`src/rtl/mig_burst_ctrl.sv`:
```
// -----------------------------------------------------------------------------
// mig_burst_ctrl
//
// Burst controller between request-level traffic sources and the Xilinx MIG
// native user interface. A single write or read burst (start address + beat
// count) is accepted at a time and expanded into per-beat MIG commands.
//
// Write bursts stream DATA_W-bit beats from the requester straight onto the
// MIG write-data FIFO. Each beat's command and data are issued together.
// Read bursts issue one read command per cycle while app_rdy is high. Returned
// data is registered once and forwarded with a valid strobe. A done strobe
// marks the end of each burst.
//
// Optional feature (compile-time macro):
//   MIG_BURST_RR_EN  When defined, wr_req and rd_req are arbitrated
//                    round-robin. After each completed burst, the other
//                    direction gets priority if both requests are pending.
//                    When undefined, write always wins over read.
//
// Ports
//   ui_clk, ui_rstn            MIG UI clock; asynchronous active-low reset
//   init_calib_complete        MIG calibration done; requests wait for it
//   wr_req/wr_req_addr/wr_length   write request, start address, beat count
//   wr_data                    current write beat (advance on wr_data_valid)
//   wr_busy/wr_data_valid/wr_done  busy, beat consumed, burst complete
//   rd_req/rd_req_addr/rd_length   read request, start address, beat count
//   rd_data/rd_data_valid/rd_done  read beat, beat valid, burst complete
//   rd_busy                    busy (same as wr_busy)
//   app_*                      MIG native UI command / write / read channels
// -----------------------------------------------------------------------------
module mig_burst_ctrl #(
  parameter int ADDR_W    = 28,
  parameter int DATA_W    = 128,
  parameter int ADDR_STEP = 8
) (
  input  logic                  ui_clk,
  input  logic                  ui_rstn,
  input  logic                  init_calib_complete,

  // Write request side
  input  logic                  wr_req,
  input  logic [ADDR_W-1:0]     wr_req_addr,
  input  logic [15:0]           wr_length,
  input  logic [DATA_W-1:0]     wr_data,
  output logic                  wr_busy,
  output logic                  wr_data_valid,
  output logic                  wr_done,

  // Read request side
  input  logic                  rd_req,
  input  logic [ADDR_W-1:0]     rd_req_addr,
  input  logic [15:0]           rd_length,
  output logic [DATA_W-1:0]     rd_data,
  output logic                  rd_busy,
  output logic                  rd_data_valid,
  output logic                  rd_done,

  // MIG native UI
  output logic [ADDR_W-1:0]     app_addr,
  output logic [2:0]            app_cmd,
  output logic                  app_en,
  input  logic                  app_rdy,
  output logic [DATA_W-1:0]     app_wdf_data,
  output logic                  app_wdf_wren,
  output logic                  app_wdf_end,
  input  logic                  app_wdf_rdy,
  output logic [DATA_W/8-1:0]   app_wdf_mask,
  input  logic [DATA_W-1:0]     app_rd_data,
  input  logic                  app_rd_data_valid
);

  localparam logic [2:0] ST_IDLE      = 3'd0;
  localparam logic [2:0] ST_WRITE     = 3'd1;
  localparam logic [2:0] ST_READ_CMD  = 3'd2;
  localparam logic [2:0] ST_READ_WAIT = 3'd3;
  localparam logic [2:0] ST_DONE      = 3'd4;

  localparam logic [2:0] CMD_WRITE = 3'b000;
  localparam logic [2:0] CMD_READ  = 3'b001;

  // ---------------------------------------------------------------------------
  // State
  // ---------------------------------------------------------------------------
  logic [2:0]        state_q, state_d;
  logic [ADDR_W-1:0] addr_q, addr_d;       // address of the next beat/command
  logic [15:0]       len_q, len_d;         // beat count of the active burst
  logic [15:0]       cnt_q, cnt_d;         // beats written / commands issued
  logic [15:0]       rcv_q, rcv_d;         // read beats received
  logic              op_wr_q, op_wr_d;     // active burst is a write
  logic [DATA_W-1:0] rd_data_q, rd_data_d;
  logic              rd_valid_q, rd_valid_d;

  // ---------------------------------------------------------------------------
  // Handshake and arbitration helpers
  // ---------------------------------------------------------------------------
  logic              in_read;
  logic              wr_fire;
  logic              cmd_fire;
  logic              rd_beat;
  logic [15:0]       rcv_inc;
  logic              rcv_done;
  logic              req_any;
  logic              pick_wr;
  logic [15:0]       req_len;
  logic              prio_rd;   // 1: read wins when both requests are pending

  assign in_read  = (state_q == ST_READ_CMD) || (state_q == ST_READ_WAIT);
  assign wr_fire  = (state_q == ST_WRITE) && app_rdy && app_wdf_rdy;
  assign cmd_fire = (state_q == ST_READ_CMD) && app_rdy;
  // Returned data outside an active read (e.g. from a burst aborted by reset)
  // is never counted or forwarded.
  assign rd_beat  = in_read && app_rd_data_valid;
  assign rcv_inc  = rcv_q + {15'd0, rd_beat};
  assign rcv_done = (rcv_inc == len_q);

  assign req_any  = init_calib_complete && (wr_req || rd_req);
  assign pick_wr  = wr_req && !(rd_req && prio_rd);
  assign req_len  = pick_wr ? wr_length : rd_length;

`ifdef MIG_BURST_RR_EN
  logic prio_rd_q, prio_rd_d;

  // Hand priority to the opposite direction of the burst just completed.
  always_comb begin
    prio_rd_d = prio_rd_q;
    if (state_q == ST_DONE) begin
      prio_rd_d = op_wr_q;
    end
  end

  always_ff @(posedge ui_clk or negedge ui_rstn) begin
    if (!ui_rstn) begin
      prio_rd_q <= 1'b0;
    end else begin
      prio_rd_q <= prio_rd_d;
    end
  end

  assign prio_rd = prio_rd_q;
`else
  assign prio_rd = 1'b0;
`endif

  // ---------------------------------------------------------------------------
  // Next-state logic
  // ---------------------------------------------------------------------------
  // NOTE: every signal assigned here gets a default first, so no path leaves
  // it unassigned and no latch is inferred.
  always_comb begin
    state_d    = state_q;
    addr_d     = addr_q;
    len_d      = len_q;
    cnt_d      = cnt_q;
    rcv_d      = rcv_q;
    op_wr_d    = op_wr_q;
    rd_valid_d = rd_beat;
    rd_data_d  = rd_beat ? app_rd_data : rd_data_q;

    if (in_read) begin
      rcv_d = rcv_inc;
    end

    case (state_q)
      ST_IDLE: begin
        if (req_any) begin
          op_wr_d = pick_wr;
          addr_d  = pick_wr ? wr_req_addr : rd_req_addr;
          len_d   = req_len;
          cnt_d   = 16'd0;
          rcv_d   = 16'd0;
          // A zero-length burst issues nothing and just reports completion.
          if (req_len == 16'd0) begin
            state_d = ST_DONE;
          end else if (pick_wr) begin
            state_d = ST_WRITE;
          end else begin
            state_d = ST_READ_CMD;
          end
        end
      end

      ST_WRITE: begin
        if (wr_fire) begin
          addr_d = addr_q + ADDR_W'(ADDR_STEP);
          cnt_d  = cnt_q + 16'd1;
          if (cnt_q == len_q - 16'd1) begin
            state_d = ST_DONE;
          end
        end
      end

      ST_READ_CMD: begin
        if (cmd_fire) begin
          addr_d = addr_q + ADDR_W'(ADDR_STEP);
          cnt_d  = cnt_q + 16'd1;
          if (cnt_q == len_q - 16'd1) begin
            state_d = rcv_done ? ST_DONE : ST_READ_WAIT;
          end
        end
      end

      ST_READ_WAIT: begin
        if (rcv_done) begin
          state_d = ST_DONE;
        end
      end

      ST_DONE: begin
        state_d = ST_IDLE;
      end

      default: begin
        state_d = ST_IDLE;
      end
    endcase
  end

  // NOTE: sequential state uses non-blocking assignments so every flop samples
  // the pre-edge values of the others, regardless of statement order.
  always_ff @(posedge ui_clk or negedge ui_rstn) begin
    if (!ui_rstn) begin
      state_q    <= ST_IDLE;
      addr_q     <= '0;
      len_q      <= 16'd0;
      cnt_q      <= 16'd0;
      rcv_q      <= 16'd0;
      op_wr_q    <= 1'b0;
      rd_data_q  <= '0;
      rd_valid_q <= 1'b0;
    end else begin
      state_q    <= state_d;
      addr_q     <= addr_d;
      len_q      <= len_d;
      cnt_q      <= cnt_d;
      rcv_q      <= rcv_d;
      op_wr_q    <= op_wr_d;
      rd_data_q  <= rd_data_d;
      rd_valid_q <= rd_valid_d;
    end
  end

  // ---------------------------------------------------------------------------
  // MIG-side outputs
  // ---------------------------------------------------------------------------
  // Command and write data go out together: the command is offered only when
  // the data FIFO can take the beat, and the beat is written only when the
  // command is accepted, so both sides fire on the same cycle.
  always_comb begin
    app_en        = 1'b0;
    app_cmd       = CMD_WRITE;
    app_wdf_wren  = 1'b0;
    app_wdf_end   = 1'b0;
    app_wdf_data  = '0;
    wr_data_valid = 1'b0;

    case (state_q)
      ST_WRITE: begin
        app_en        = app_wdf_rdy;
        app_wdf_wren  = app_rdy;
        app_wdf_end   = app_rdy;
        app_wdf_data  = wr_data;
        wr_data_valid = wr_fire;
      end

      ST_READ_CMD: begin
        app_en  = 1'b1;
        app_cmd = CMD_READ;
      end

      default: begin
      end
    endcase
  end

  assign app_addr     = addr_q;
  assign app_wdf_mask = '0;

  // ---------------------------------------------------------------------------
  // Requester-side outputs
  // ---------------------------------------------------------------------------
  // Busy covers the DONE cycle so a registered requester never re-requests off
  // a stale busy=0.
  assign wr_busy       = (state_q != ST_IDLE) || !init_calib_complete;
  assign rd_busy       = wr_busy;
  assign wr_done       = (state_q == ST_DONE) &&  op_wr_q;
  assign rd_done       = (state_q == ST_DONE) && !op_wr_q;
  assign rd_data       = rd_data_q;
  assign rd_data_valid = rd_valid_q;

endmodule

```
`config.mk`:
```
export PLATFORM = sky130hd
export DESIGN_NAME = mig_burst_ctrl
export DESIGN_NICKNAME = d
export VERILOG_FILES = /design/src/rtl/mig_burst_ctrl.sv
export SDC_FILE = /design/constraint.sdc
export NUM_CORES = 1
export LEC_CHECK = 0
export CAP_MARGIN = 5
export CORE_AREA = 5 5 254 256
export CTS_CLUSTER_SIZE = 25
export DETAILED_ROUTE_END_ITERATION = 10
export DIE_AREA = 0 0 259 261
export DONT_BUFFER_PORTS = 1
export SLEW_MARGIN = 0
export SYNTH_ARGS = -nofsm -noshare
export SYNTH_HDL_FRONTEND = slang
export SYNTH_SLANG_ARGS = --single-unit
```
`constraint.sdc`:
```
create_clock -name ui_clk -period 12.3 [get_ports ui_clk]
set_input_delay 2.46 -clock ui_clk [delete_from_list [all_inputs] [get_ports ui_clk]]
set_output_delay 2.46 -clock ui_clk [all_outputs]
set_load 0.02 [all_outputs]
```
==> flow_summary.json, run 1 <==
{
  "r2r-end": "state_q[1]",
  "clockPowerShare": 0.231,
  "p_leak_nw": 5.27,
  "synth_largest_area_cell": "dfrtp_1",
  "holdBufCountCts": 0,
  "synth.top_cell.area_share": 0.460,
  "hp-class": "flop to flop",
  "area_growth_pct": 14.1,
  "root_buffer": "clkbuf_16",
  "async_reset_ff_frac": 1.00,
  "dp.cells": 1857,
  "synth_warnings": 0,
  "num-fill-cells": 6725,
  "syn_inst": 1088,
  "drv_cap": 0,
  "cp.depth": 2,
  "final_cells": 1912,
  "grt_pass1_wl_mm": 60.7,
  "cp-end-kind": "primary output",
  "die_x_um": 259,
  "synth_edf_count": 0,
  "worst-path-max-fanout": 4,
  "worstPathArrival_ps": 2960,
  "critPathBufInv": 1,
  "ys_top_cells_by_area": "dfrtp_1, mux2_2, and2_1",
  "synth_area_um2": 11400,
  "p_seq_frac": 0.484,
  "ys_ff_latch": 209,
  "hold_path_depth": 1,
  "finalNetCount": 1394,
  "cpMaxStageDelayCell": "inv_1",
  "drt-initial-drc-count": 690,
  "min_to": "op_wr_q",
  "grt_pass1_vias": 8123,
  "p_sw_w": 0.00142,
  "hold_viol_final": 0,
  "fin_worst_skew_ps": 16.9,
  "fin_ws_ps": 6880,
  "setup_viol": 0,
  "start_util": 0.182,
  "min_period_ps": 5420,
  "vias_per_cell": 4.41,
  "synth.distinct_cells": 64,
  "clk_pin_slew_worst_paths_ps": 60,
  "avgSynthCellArea_um2": 10.4,
  "reg2reg_from": "state_q[1]",
  "worst_ir_drop_vdd_uv": 139,
  "grt_max_degree": 210,
  "yosysMostFrequentCell": "dfrtp_1",
  "path_cells": "and2_1, inv_1",
  "required_ps": 9840,
  "numCtsBuffers": 24,
  "io_buffers": 0,
  "wl_mm": 44.3,
  "grt.overflow.total": 0,
  "vias": 8441,
  "drive_above_1_share": 0.180,
  "cts_max_level": 1,
  "whs_ps": 529,
  "synth_ff_type": "dfrtp_1",
  "ys_seq_area_frac": 0.460,
  "io_pins": 664,
  "relSlewSlack": 0.212,
  "worst_pin_slew_ps": 1170,
  "fmax_ghz": 0.185,
  "synthTopCellsByCount": "dfrtp_1, and2_1, mux2_2",
  "numClockSinks": 209,
  "outcome": "finished, final reports clean",
  "hp-start": "op_wr_q",
  "cts_resized": 0,
  "dp_slack_ps": 6730,
  "grt_util_all_layers": 0.119,
  "grtUsageMet2": 0.192,
  "rrSetupSlack_ps": 7670,
  "clock_latency_ps": 530,
  "slew_violations": 0,
  "cts_tree": "built",
  "drc": 0,
  "wire_per_inst_um": 23.2,
  "cellPowerDensity_nw_per_um2": 254,
  "setup.worst_path.class": "input port to primary output",
  "slowest_delay_ps": 320,
  "die_h_um": 261,
  "rsz0062_at_grt": "no",
  "die_area_um2": 67600,
  "power_frac_comb": 0.284,
  "num_rows": 92,
  "r2r.worst_path.cells": 13,
  "post-cts-setup-buffers": 0,
  "gp_congestion": 0.984,
  "switching_share": 0.432,
  "antenna_found_initial": 51,
  "use_met1": 0.142,
  "fin_setup_tns_ps": 0,
  "finalCritPeriodShare": 0.441,
  "grt_most_used_layer": "met2",
  "clockBufferDepth": 3,
  "start_kind": "input port",
  "path_delay_family": "buffers and inverters",
  "dp_hpwl_mm": 35.7,
  "intPower_w": 0.00187,
  "ant_nets": 0,
  "core-area_um2": 62300,
  "grt.met3_usage": 0.0592,
  "dr.pass1.iters": 5
}
flip-flops by register name (all words and copies together), names as in the netlist:
signal and cells:
app_addr 28, cnt_q 16, len_q 16, op_wr_q 1, rcv_q 16, rd_data 128, rd_data_valid 1, state_q 3
how the worst max path moves through the flow:
| stage | end | startpoint |
|---|---|---|
| 6_report | wr_busy | init_calib_complete |
| 3_3_place_gp | state_q[1] | app_rd_data_valid |
| 5_1_grt | wr_busy | init_calib_complete |
| 2_1_floorplan | state_q[1] | app_rd_data_valid |
| 3_5_place_dp | state_q[1] | app_rd_data_valid |
| 4_1_cts | wr_busy | init_calib_complete |
cells in the final DEF, fill, tap and decap left out, types with 4 or more instances in the layout:
cell,n
nand2_1,61
inv_1,8
ha_1,5
mux2_2,131
a31oi_1,14
conb_1,18
xor2_1,33
o211a_1,4
mux2i_1,43
clkbuf_1,4
o22a_1,4
o211ai_1,5
and4_1,6
nor4_1,9
dfrtp_1,209
nand4_1,17
clkbuf_16,25
diode_2,12
xnor2_1,29
and2_1,133
nor3_1,14
and3_1,15
nor2b_1,8
nand3b_1,6
o22ai_1,6
nor2_1,62
nand3_1,29
o21ai_0,43
a21oi_1,15
buf_4,6
clkbuf_8,6
nor3b_1,5
o221ai_1,9
a211oi_1,8
nand2b_1,5
kinds of logic after synthesis:
group | synth area share
buf+inv | 0.0446
other cells | 0.000330
flops | 0.460
simple gates | 0.187
compound gates | 0.0839
fa+ha+maj | 0.00639
xor+xnor | 0.0498
mux | 0.168
metrics by stage:
step                utilization  power [W]  cell area, um2
global route              0.208    0.00346           12900
detailed placement        0.194    0.00254           12100
CTS                       0.208    0.00332           12900
global placement          0.194    0.00250           12100
floorplan                     -    0.00228           11400
finish                    0.208    0.00329           13000
area by class of cell:
type                       instances  area, um2  area share
multi-input combinational        788       5720       0.441
sequential                       209       5230       0.403
tap                              846       1060      0.0816
clock buffer                      35        723      0.0558
clock inverter                     8        128     0.00984
timing repair buffer               6       45.0     0.00347
inverter                           8       30.0     0.00232
antenna                           12       30.0     0.00232
power groups by stage:
stage | logic, W | registers [W] | clock network, W
2_1_floorplan | 0.000856 | 0.00142 | 0
3_3_place_gp | 0.000904 | 0.00160 | 0
4_1_cts | 0.000938 | 0.00159 | 0.000789
6_report | 0.000935 | 0.00159 | 0.000761
3_5_place_dp | 0.000938 | 0.00160 | 0
5_1_grt | 0.00102 | 0.00163 | 0.000811
routing by layer:
layer  wire length (um)  vias up
li1                   -     3689
met1              16800     4114
met2              20900      462
met3               5130      144
met4               1200       32
met5                236        -
Power figures use the tool's default switching activity.
==> run 2, diff against run 1 <==
clock period = 5.5 ns   (was 12.3 ns; I/O delays follow)
==> flow_summary.json, run 2 (same netlist as run 1, synthesis figures left out) <==
{
  "wl_mm": 44.3,
  "start_kind": "flop",
  "final_cell_mix": "dfrtp_1, and2_1, mux2_2",
  "final_common_cell": "dfrtp_1",
  "io_buffers": 0,
  "finalNetCount": 1395,
  "grtUsageMet2": 0.199,
  "post-cts-setup-buffers": 0,
  "fin_setup_tns_ps": 0,
  "die_area_um2": 67600,
  "cts_tree": "built",
  "dp_slack_ps": 1750,
  "worst-path-max-fanout": 11,
  "start_util": 0.182,
  "grt_max_degree": 210,
  "die_h_um": 261,
  "p_total_w": 0.00721,
  "p_leak_nw": 5.23,
  "grt.overflow.total": 0,
  "fin_worst_skew_ps": 25.5,
  "min_period_ps": 3660,
  "drt-initial-drc-count": 658,
  "num_rows": 92,
  "setup_viol": 0,
  "dp.cells": 1859,
  "grt_pass1_wl_mm": 61.3,
  "root_buffer": "clkbuf_16",
  "area_growth_pct": 13.4,
  "antenna_found_initial": 49,
  "cp-end-kind": "flop",
  "grt_util_all_layers": 0.120,
  "grt.met3_usage": 0.0601,
  "gp_congestion": 0.973,
  "num-fill-cells": 6721,
  "die_x_um": 259,
  "largest_reg_flops": 128,
  "ant_nets": 0,
  "required_ps": 5880,
  "numClockSinks": 209,
  "setup.worst_path.class": "flop to flop",
  "cellPowerDensity_nw_per_um2": 559,
  "use_met1": 0.140,
  "vias": 8485,
  "cts_max_level": 1,
  "wire_per_inst_um": 23.1,
  "numCtsBuffers": 23,
  "grt_most_used_layer": "met2",
  "final_cells": 1917,
  "seq_area_um2": 5230,
  "fmax_ghz": 0.273,
  "fin_area_um2": 12900,
  "holdBufCountCts": 0,
  "finalCritPeriodShare": 0.666,
  "drive_above_1_share": 0.179,
  "cts_resized": 0,
  "grt_pass1_vias": 8428,
  "core-area_um2": 62300,
  "hp-class": "input port to async pin",
  "fin_ws_ps": 1840,
  "relSlewSlack": 0.239,
  "clock_latency_ps": 520,
  "dpl_cell_area_um2": 12100,
  "io_pins": 664,
  "rsz0062_at_grt": "no",
  "drc": 0,
  "hold_viol_final": 0,
  "dr.pass1.iters": 6,
  "drv_cap": 0,
  "multi_input_area_um2": 5720,
  "worst_ir_drop_vdd_uv": 268,
  "worst_pin_slew_ps": 1130,
  "vias_per_cell": 4.43,
  "worstPathArrival_ps": 4040,
  "outcome": "finished, final reports clean",
  "clockBufferDepth": 3,
  "dp_hpwl_mm": 35.6,
  "clk_pin_slew_worst_paths_ps": 60,
  "slew_violations": 0
}
==> run 2: changes by cell type in the layout (fill, tap and decap cells not counted) <==
cell / delta
clkbuf_8: -3
clkbuf_16: -2
bufinv_16: -1
clkinv_4: +1
clkinv_2: +2
clkinvlp_4: -1
diode_2: +6
buf_4: +2
clkbuf_1: +1
==> run 2: worst max-delay path: stages, from the launching register on <==
cell and delay, ps:
dfrtp_1 570, inv_1 120, nor2_1 120, buf_4 170, nand2_4 50, inv_1 80
ha_1 200, ha_1 320, and4_1 420, nand4_1 170, xnor2_1 170, a211o_1 280
a2111o_1 370, o31ai_1 340, o311ai_1 150
==> run 2: routing by layer <==
layer / vias up / wire length [um]
li1: 3705 / -
met1: 4206 / 16400
met2: 449 / 21400
met3: 97 / 5400
met4: 28 / 877
met5: - / 190
==> run 2: area by class of cell <==
| cell class | count | share of cell area |
|---|---|---|
| Multi-Input combinational cell | 788 | 0.444 |
| Sequential cell | 209 | 0.406 |
| Tap cell | 846 | 0.0821 |
| Clock buffer | 31 | 0.0493 |
| Clock inverter | 9 | 0.00845 |
| Timing Repair Buffer | 8 | 0.00466 |
| Antenna cell | 18 | 0.00349 |
| Inverter | 8 | 0.00233 |
==> run 2: power by group <==
group	switching, W	internal, W	total, W
registers	0.00141	0.00216	0.00356
logic	0.00111	0.000972	0.00209
clock network	0.000649	0.000906	0.00156
==> run 2: worst paths after layout <==
| kind | depth (start not counted) | slack (ps) | end | startpoint |
|---|---|---|---|---|
| setup / recovery | 14 | 1840 | state_q[1] | state_q[1] |
| min in group ui_clk | 1 | 530 | op_wr_q | op_wr_q |
| hold / removal | 0 | 290 | rd_data[94] | ui_rstn |
| max in group asynchronous | 0 | 4610 | rcv_q[5] | ui_rstn |
| hold reg to reg | 1 | 530 | op_wr_q | op_wr_q |
| setup reg to reg | 14 | 1840 | state_q[1] | state_q[1] |
==> run 2: metrics by stage <==
| step | hold WS (ps) | util |
|---|---|---|
| 6_report | 293 | 0.207 |
| 5_1_grt | 256 | 0.207 |
| 4_1_cts | 255 | 0.206 |
| 3_5_place_dp | 507 | 0.194 |
| 3_3_place_gp | 501 | 0.194 |
| 2_1_floorplan | 478 | - |
==> run 3, diff against run 2 <==
ABC_AREA = 1   (was not set)
CORE_AREA = 5 5 259 261   (was 5 5 254 256)
DIE_AREA = 0 0 264 266   (was 0 0 259 261)
clock period = 3.3 ns   (was 5.5 ns; I/O delays follow)
==> flow_summary.json, run 3 <==
{
  "start_kind": "flop",
  "syn_inst": 1419,
  "drive_above_1_share": 0.167,
  "dr.pass1.iters": 5,
  "ys_top_cells_by_area": "dfrtp_1, mux2_2, nand2_1",
  "min_period_ps": 2980,
  "yosysMostFrequentCell": "nand2_1",
  "synth_largest_area_cell": "dfrtp_1",
  "largest_reg_flops": 128,
  "grt_max_degree": 210,
  "hp-class": "input port to async pin",
  "synthTopCellsByCount": "nand2_1, nor2_1, inv_1",
  "dp_hpwl_mm": 34.6,
  "hold_viol_final": 209,
  "synth_ff_type": "dfrtp_1",
  "violations": "hold timing",
  "worst_pin_slew_ps": 823,
  "wire_per_inst_um": 18.8,
  "numCtsBuffers": 26,
  "setup_viol": 0,
  "drt-initial-drc-count": 693,
  "vias_per_cell": 4.13,
  "fmax_ghz": 0.336,
  "io_pins": 664,
  "avgSynthCellArea_um2": 8.31,
  "cellPowerDensity_nw_per_um2": 1080,
  "num_rows": 93,
  "outcome": "complete, but fails checks",
  "grt_pass1_wl_mm": 59.4,
  "finalCritPeriodShare": 0.902,
  "cts_max_level": 1,
  "die_x_um": 264,
  "clk_pin_slew_worst_paths_ps": 60,
  "wl_mm": 42.9,
  "synth_warnings": 0,
  "synth.top_cell.area_share": 0.444,
  "post-cts-setup-buffers": 0,
  "whs_ps": -188,
  "cts_resized": 0,
  "die_h_um": 266,
  "start_util": 0.183,
  "setup.worst_path.class": "flop to primary output",
  "fin_setup_tns_ps": 0,
  "async_reset_ff_frac": 1.00,
  "ys_seq_area_frac": 0.444,
  "path_delay_family": "simple AND/OR/NAND/NOR gates",
  "root_buffer": "clkbuf_16",
  "grt.overflow.total": 0,
  "critPathBufInv": 2,
  "drc": 0,
  "vias": 9414,
  "synth_area_um2": 11800,
  "rsz0062_at_grt": "no",
  "ant_nets": 0,
  "antenna_found_initial": 8,
  "worstPathArrival_ps": 2320,
  "final_common_cell": "nand2_1",
  "cpMaxStageDelayCell": "nor2_1",
  "die_area_um2": 70200,
  "worst_ir_drop_vdd_uv": 488,
  "ys_ff_latch": 209,
  "relSlewSlack": 0.449,
  "clockBufferDepth": 3,
  "synth.distinct_cells": 52,
  "synth_edf_count": 0,
  "drv_cap": 0,
  "fin_area_um2": 13600,
  "cp-end-kind": "primary output",
  "path_cells": "inv_2, nand3_4, buf_12, nor2_1",
  "core-area_um2": 64200,
  "slew_violations": 0,
  "area_growth_pct": 15.1,
  "fin_worst_skew_ps": 11.8,
  "slowest_delay_ps": 690,
  "grt_pass1_vias": 8950,
  "grt_util_all_layers": 0.110,
  "required_ps": 2640,
  "clock_latency_ps": 550,
  "p_leak_nw": 6.31,
  "dpl_cell_area_um2": 12700,
  "gp_congestion": 0.842,
  "finalNetCount": 1761,
  "final_cell_mix": "nand2_1, nor2_1, inv_1",
  "worst-path-max-fanout": 123,
  "numClockSinks": 209,
  "io_buffers": 0,
  "cts_tree": "built"
}
## run 3: worst register-to-register path: stages (launching register included)
cell and delay (ps):
dfrtp_1 400, inv_2 90, nor2_1 220, inv_1 130
nor2_4 130, ha_1 220, ha_1 240, nand3_2 150
nor2_2 170, nand2_1 110, xor2_1 180, nand2_1 70
nand2_1 60, nand2_1 40, nor2_1 160, nand3_2 120
nand2_1 110, nand2_1 70, nand3_1 70, nand2_1 60
## run 3: logic make-up after synthesis
| logic type | share of synthesized area |
|---|---|
| DFF | 0.444 |
| muxes | 0.130 |
| and+or+nand+nor | 0.217 |
| buffers and inverters | 0.105 |
| xor gates and xnor gates | 0.0325 |
| AOI/OAI and AO/OA | 0.0663 |
| other | 0.000318 |
| adders and majority gates | 0.00531 |
## run 3: path summary, 6_finish.rpt
kind,slack (ps),startpoint,endpoint,cells past startpoint
min in group ui_clk,250,wr_req,op_wr_q,2
worst max-delay path,320,state_q[1],app_wdf_data[86],4
max in group asynchronous,2920,ui_rstn,rd_data[87],0
worst min-delay path,-190,ui_rstn,app_addr[16],0
worst max register to register,400,state_q[1],state_q[1],19
worst min register to register,550,cnt_q[14],cnt_q[14],1
## run 3: metrics by stage
stage,cells,hold WS (ps),power [W],utilization,setup slack (ps)
final,2280,-188,0.0147,0.211,323
after global placement,2231,373,0.0119,0.198,455
after CTS,2278,-238,0.0149,0.211,370
after floorplan,1436,364,0.0102,-,389
after global routing,2280,-232,0.0156,0.211,146
after detailed placement,2231,372,0.0119,0.198,388
## run 3: layout make-up
cell class	count	area (um2)
tap	855	1070
fill	7024	50700
sequential	209	5230
multi-input combinational	928	5400
clock inverter	14	148
inverter	225	847
antenna	2	5.00
timing repair buffer	14	143
clock buffer	33	718
## run 3: per-layer routing
metal | global-route usage | wire, um
met1 | 0.136 | 16900
met2 | 0.181 | 20100
met3 | 0.0358 | 4110
met4 | 0.0386 | 1690
met5 | 0 | 61
## run 3: report_power, final
| group | switching [W] | total, W | internal (W) |
|---|---|---|---|
| combinational | 0.00331 | 0.00532 | 0.00200 |
| sequential | 0.00264 | 0.00643 | 0.00378 |
| clock | 0.00120 | 0.00291 | 0.00171 |
| total | 0.00716 | 0.0147 | 0.00750 |
